==> config.mk <==
export PLATFORM = sky130hd
export DESIGN_NAME = alu_arbiter_32
export DESIGN_NICKNAME = d
export VERILOG_FILES = /design/src/rtl/alu_pkg.sv /design/src/rtl/rr_arb2.sv /design/src/rtl/alu_arbiter_32.sv
export SDC_FILE = /design/constraint.sdc
export NUM_CORES = 1
export LEC_CHECK = 0
export ABC_CLOCK_PERIOD_IN_PS = 2100
export CAP_MARGIN = 20
export CELL_PAD_IN_SITES_DETAIL_PLACEMENT = 0
export CELL_PAD_IN_SITES_GLOBAL_PLACEMENT = 1
export CORE_UTILIZATION = 25
export CTS_BUF_LIST = sky130_fd_sc_hd__clkbuf_4
export DETAILED_ROUTE_END_ITERATION = 10
export PLACE_DENSITY = 0.85
export SLEW_MARGIN = 20
export SYNTH_ARGS = -nofsm -noshare
export SYNTH_HDL_FRONTEND = slang
export SYNTH_SLANG_ARGS = --single-unit
==> constraint.sdc <==
create_clock -name clk -period 2.1 [get_ports clk]
set_clock_uncertainty 0.1 [all_clocks]
set_input_delay 0.42 -clock clk [delete_from_list [all_inputs] [get_ports clk]]
set_output_delay 0.42 -clock clk [all_outputs]
set_load 0.05 [all_outputs]
==> src/rtl/alu_pkg.sv <==
// Shared ALU control codes, arbiter FSM encoding and op-code legalisation
// for the two-requester ALU front end.
package alu_pkg;

    localparam logic [3:0] ALU_ADD  = 4'd0;
    localparam logic [3:0] ALU_SUB  = 4'd1;
    localparam logic [3:0] ALU_AND  = 4'd2;
    localparam logic [3:0] ALU_OR   = 4'd3;
    localparam logic [3:0] ALU_XOR  = 4'd4;
    localparam logic [3:0] ALU_SLL  = 4'd8;
    localparam logic [3:0] ALU_SRL  = 4'd9;
    localparam logic [3:0] ALU_SRA  = 4'd10;
    localparam logic [3:0] ALU_SLT  = 4'd11;
    localparam logic [3:0] ALU_SLTU = 4'd12;
    localparam logic [3:0] ALU_EQ   = 4'd13;
    localparam logic [3:0] ALU_NEQ  = 4'd14;

    typedef enum logic [1:0] {
        ST_IDLE = 2'd0,
        ST_EXEC = 2'd1,
        ST_RESP = 2'd2
    } state_t;

    // Unassigned codes collapse to ADD so the shared ALU never sees them.
    function automatic logic [3:0] alu_legalize(input logic [3:0] op);
        logic [3:0] res;
        case (op)
            ALU_ADD, ALU_SUB, ALU_AND, ALU_OR, ALU_XOR,
            ALU_SLL, ALU_SRL, ALU_SRA, ALU_SLT, ALU_SLTU,
            ALU_EQ, ALU_NEQ: res = op;
            default:         res = ALU_ADD;
        endcase
        return res;
    endfunction

endpackage

==> src/rtl/rr_arb2.sv <==
// Two-way round-robin grant: a lone requester wins; on contention the
// requester that was not granted last time wins.
module rr_arb2 (
    input  logic [1:0] valid,
    input  logic       last,
    output logic [1:0] grant
);

    // One-hot grant from the request vector and last-grant pointer.
    always_comb begin
        grant = 2'b00;
        case (valid)
            2'b01:   grant = 2'b01;
            2'b10:   grant = 2'b10;
            2'b11:   grant = last ? 2'b01 : 2'b10;
            default: grant = 2'b00;
        endcase
    end

endmodule

==> src/rtl/alu_arbiter_32.sv <==
// Shares one external combinational ALU between two requesters using an
// IDLE/EXEC/RESP sequencer with round-robin arbitration.
module alu_arbiter_32
    import alu_pkg::*;
#(
    parameter int DATA_W = 32,
    parameter int OP_W   = 4
) (
    input  logic              clk,
    input  logic              rst,
    input  logic              req0_valid,
    output logic              req0_ready,
    input  logic [OP_W-1:0]   req0_op,
    input  logic [DATA_W-1:0] req0_a,
    input  logic [DATA_W-1:0] req0_b,
    input  logic              req1_valid,
    output logic              req1_ready,
    input  logic [OP_W-1:0]   req1_op,
    input  logic [DATA_W-1:0] req1_a,
    input  logic [DATA_W-1:0] req1_b,
    output logic              rsp0_valid,
    input  logic              rsp0_ready,
    output logic [DATA_W-1:0] rsp0_data,
    output logic              rsp1_valid,
    input  logic              rsp1_ready,
    output logic [DATA_W-1:0] rsp1_data,
    output logic [OP_W-1:0]   alu_ctrl,
    output logic [DATA_W-1:0] alu_a,
    output logic [DATA_W-1:0] alu_b,
    input  logic [DATA_W-1:0] alu_result,
    output logic              busy
);

    state_t            state;
    logic [OP_W-1:0]   op_r;
    logic [DATA_W-1:0] a_r;
    logic [DATA_W-1:0] b_r;
    logic [DATA_W-1:0] result_r;
    logic              owner_r;
    logic              last_r;

    logic [1:0]        grant;
    logic [OP_W-1:0]   sel_op;
    logic [OP_W-1:0]   legal_op;
    logic [DATA_W-1:0] sel_a;
    logic [DATA_W-1:0] sel_b;
    logic              owner_rsp_ready;

    rr_arb2 u_arb (
        .valid ({req1_valid, req0_valid}),
        .last  (last_r),
        .grant (grant)
    );

    // Select the granted request and legalise its op code before latching.
    always_comb begin
        if (grant[1]) begin
            sel_op = req1_op;
            sel_a  = req1_a;
            sel_b  = req1_b;
        end else begin
            sel_op = req0_op;
            sel_a  = req0_a;
            sel_b  = req0_b;
        end
        // Codes wider than the 4-bit map are illegal as well.
        if ((sel_op >> 4) == '0) begin
            legal_op = OP_W'(alu_legalize(sel_op[3:0]));
        end else begin
            legal_op = OP_W'(ALU_ADD);
        end
        if (owner_r) begin
            owner_rsp_ready = rsp1_ready;
        end else begin
            owner_rsp_ready = rsp0_ready;
        end
    end

    // Sequencer: accept in IDLE, drive the ALU for one EXEC cycle, hold RESP.
    always_ff @(posedge clk) begin
        if (rst) begin
            state    <= ST_IDLE;
            op_r     <= '0;
            a_r      <= '0;
            b_r      <= '0;
            result_r <= '0;
            owner_r  <= 1'b0;
            last_r   <= 1'b1;
        end else begin
            case (state)
                ST_IDLE: begin
                    // A grant implies valid, and ready mirrors the grant here.
                    if (grant != 2'b00) begin
                        op_r    <= legal_op;
                        a_r     <= sel_a;
                        b_r     <= sel_b;
                        owner_r <= grant[1];
                        state   <= ST_EXEC;
                    end
                end
                ST_EXEC: begin
                    result_r <= alu_result;
                    last_r   <= owner_r;
                    state    <= ST_RESP;
                end
                ST_RESP: begin
                    if (owner_rsp_ready) begin
                        state <= ST_IDLE;
                    end
                end
                default: state <= ST_IDLE;
            endcase
        end
    end

    // Handshake, ALU drive and response outputs decoded from the state.
    always_comb begin
        busy       = (state != ST_IDLE);
        req0_ready = 1'b0;
        req1_ready = 1'b0;
        if (state == ST_IDLE) begin
            req0_ready = grant[0];
            req1_ready = grant[1];
        end else begin
            req0_ready = 1'b0;
            req1_ready = 1'b0;
        end

        if (state == ST_EXEC) begin
            alu_ctrl = op_r;
            alu_a    = a_r;
            alu_b    = b_r;
        end else begin
            alu_ctrl = '0;
            alu_a    = '0;
            alu_b    = '0;
        end

        rsp0_valid = (state == ST_RESP) && !owner_r;
        rsp1_valid = (state == ST_RESP) &&  owner_r;
        if (rsp0_valid) begin
            rsp0_data = result_r;
        end else begin
            rsp0_data = '0;
        end
        if (rsp1_valid) begin
            rsp1_data = result_r;
        end else begin
            rsp1_data = '0;
        end
    end

endmodule

==> results.sh <==
export IMPL_tritoncts="done"
export IMPL_n_fill_cell=1550
export IMPL_worstSetupEndpointType="primary output"
export IMPL_drt_wl_total_um=20600
export IMPL_synth_compound_area_frac=0.197
export IMPL_m1WireLength_um=8240
export IMPL_core_area_mm2=0.0186
export IMPL_finalCritPeriodShare=1.08
export IMPL_synth_largest_area_cell="dfxtp_1"
export IMPL_clk_pin_slew_worst_paths_ns=0.16
export IMPL_synthXorXnorAreaFrac=0
export IMPL_rsz0062_at_grt="yes"
export IMPL_synth_area_mm2=0.00475
export IMPL_drv_slew=0
export IMPL_port_buffers=310
export IMPL_synth_top_family_by_area="simple AND/OR/NAND/NOR gates"
export IMPL_grt_util_all_layers=0.202
export IMPL_synth_cell_type_count=30
export IMPL_synth_edff_count=0
export IMPL_synth_ff_type="dfxtp_1"
export IMPL_wl_per_cell_um=18.3
export IMPL_cap_violations=0
export IMPL_htree_levels=3
export IMPL_drt_antenna_violating_nets=0
export IMPL_wl_met2_um=10400
export IMPL_arrival_ns=1.76
export IMPL_worstMarginPinSlew_ns=0.408
export IMPL_violations="setup timing"
export IMPL_vdd_drop_max_uv=266
export IMPL_synthMuxAreaShare=0.00211
export IMPL_grt_pass1_wl_um=30700
export IMPL_min_path_type="primary input to flip-flop"
export IMPL_postLayoutSetupSlackWorst_ns=-0.177
export IMPL_ctsHoldBuffers=0
export IMPL_dp_hpwl_um=13300
export IMPL_area_growth_pct=122
export IMPL_top_layer="met4"
export IMPL_grt_max_degree=42
export IMPL_place_congestion=0.768
export IMPL_yosys_warnings=0
export IMPL_grt_overflow_total=0
export IMPL_fin_crit_ns=2.28
export IMPL_grt_pass1_vias=5527
export IMPL_layout_common_cells="clkdlybuf4s50_1, buf_12, and2_4"
export IMPL_critPathRequiredTime_ns=1.58
export IMPL_p_per_area_mw_per_mm2=484
export IMPL_clk_path_buf_depth=2
export IMPL_fin_nets=1058
export IMPL_synthesis_nets=736
export IMPL_die_x_um=140
export IMPL_synth_seq_cells=104
export IMPL_seq_area_frac_synth=0.439
export IMPL_rows=50
export IMPL_wl_met3_um=1560
export IMPL_route_detailed_drc=0
export IMPL_r2r_slack_ns=0.27
export IMPL_drive_gt1_frac=0.395
export IMPL_die_y_um=140
export IMPL_antenna_found_initial=0
export IMPL_final_common_cell="clkdlybuf4s50_1"
export IMPL_p_leak_nw=4.17
export IMPL_regArea_mm2=0.00209
export IMPL_place_area_mm2=0.00957
export IMPL_async_flop_share=0
export IMPL_final_cell_area_mm2=0.0105
export IMPL_yosysTopAreaCellShare=0.439
export IMPL_synth_area_leaders="dfxtp_1, and2_1, a222oi_1, nor2_1, nand2_1"
export IMPL_die_area_mm2=0.0195
export IMPL_drt_iter0_drc=458
export IMPL_fmax_mhz=439
export IMPL_startpoint_type="flip-flop"
export IMPL_relSlewSlack=0.721
export IMPL_path_max_fanout=6
export IMPL_drt_pass1_iter_count=8
export IMPL_cts_root_buf="clkbuf_4"
export IMPL_stdcell_count=1123
export IMPL_finalHoldViolCount=0
export IMPL_insertion_delay_ns=0.47
export IMPL_routed_via_density=4.95
export IMPL_avgSynthCellArea_um2=8.44
export IMPL_cts_sinks=104
export IMPL_ios=311
export IMPL_num_antenna_cells=0
export IMPL_setup_viol=136
export IMPL_yosys_area_share_adder=0
export IMPL_initial_utilization=0.255
export IMPL_yosys_area_share_simple=0.306
export IMPL_crit_type="flip-flop to primary output"
export IMPL_cts_made_buffers=9
export IMPL_dp_cells=1078
export IMPL_multi_input_area_mm2=0.00276
export IMPL_outcome="complete, but fails checks"
export IMPL_syn_inst=562
export IMPL_via_count=5555
[routing by layer]
layer  track usage  vias to the layer above
met5             0                        -
met4        0.0758                        0
met3        0.0568                       28
met2         0.353                      259
met1         0.234                     2646
li1              -                     2622
[Yosys cell counts (all sizes together), types with 2 or more instances]
master  instances
a21oi          36
nor2           71
clkbuf         33
dfxtp         104
nand3b          2
nor2b           3
a211oi          3
nand2b          5
buf            21
nand2          67
and2          133
o21ai           3
a222oi         64
a32oi           3
inv             3
[flip-flops by register name (all words and copies together), names as in the netlist]
name      cells
owner_r       1
result_r     32
op_r          4
a_r          32
b_r          32
last_r        1
state         2
[metrics by stage]
step                      worst slack [ns]  TNS [ns]  total power [mW]  hold WS (ns)   util
after global routing                -0.284    -31.09              5.40         0.224  0.566
after detailed placement           -0.0942     -2.91              3.92         0.356  0.513
after floorplan                    -0.0330   -0.0330              3.04         0.340      -
after CTS                           -0.226    -23.47              5.09         0.195  0.551
final                               -0.177    -16.07              5.11         0.251  0.566
after global placement             -0.0214    -0.146              3.90         0.348  0.513
[path summary, 6_finish.rpt]
check                     from           end  depth (start not counted)
setup reg to reg      state[0]   result_r[0]                          7
hold reg to reg   result_r[12]  result_r[12]                          2
hold / removal             rst       owner_r                          2
setup / recovery      state[0]   alu_ctrl[0]                          5
[power breakdown]
group          leakage (nW)  internal (mW)  total (mW)  switching [mW]
clock                0.0663          0.244       0.956           0.712
combinational          3.24           1.02        1.88           0.863
sequential            0.857           2.15        2.27           0.116
[timing repair]
action | 4_1_cts | 5_1_grt
endpoints found under the setup margin | 136 | 137
gates resized for setup | 107 | 56
pin swaps | 18 | 30
gates cloned | 8 | 6
buffers inserted | 13 | 4
[cell families after synthesis]
family,Yosys count
AND/OR/NAND/NOR,286
AO/OA/AOI/OAI,114
flip-flops,104
buffers and inverters,57
multiplexers,1
[layout make-up]
cell class,count,share of cell area
Timing Repair Buffer,365,0.500
Multi-Input combinational cell,401,0.262
Sequential cell,104,0.199
Tap cell,234,0.0278
Clock buffer,9,0.00641
Clock inverter,7,0.00427
Inverter,3,0.00107
[critical path, stage by stage, from the launching register on]
cell,delay (ns)
dfxtp_4,0.42
nor2b_4,0.24
buf_6,0.18
clkbuf_16,0.16
and2_4,0.15
buf_12,0.13
No activity file was read; power rests on OpenSTA's default activity.
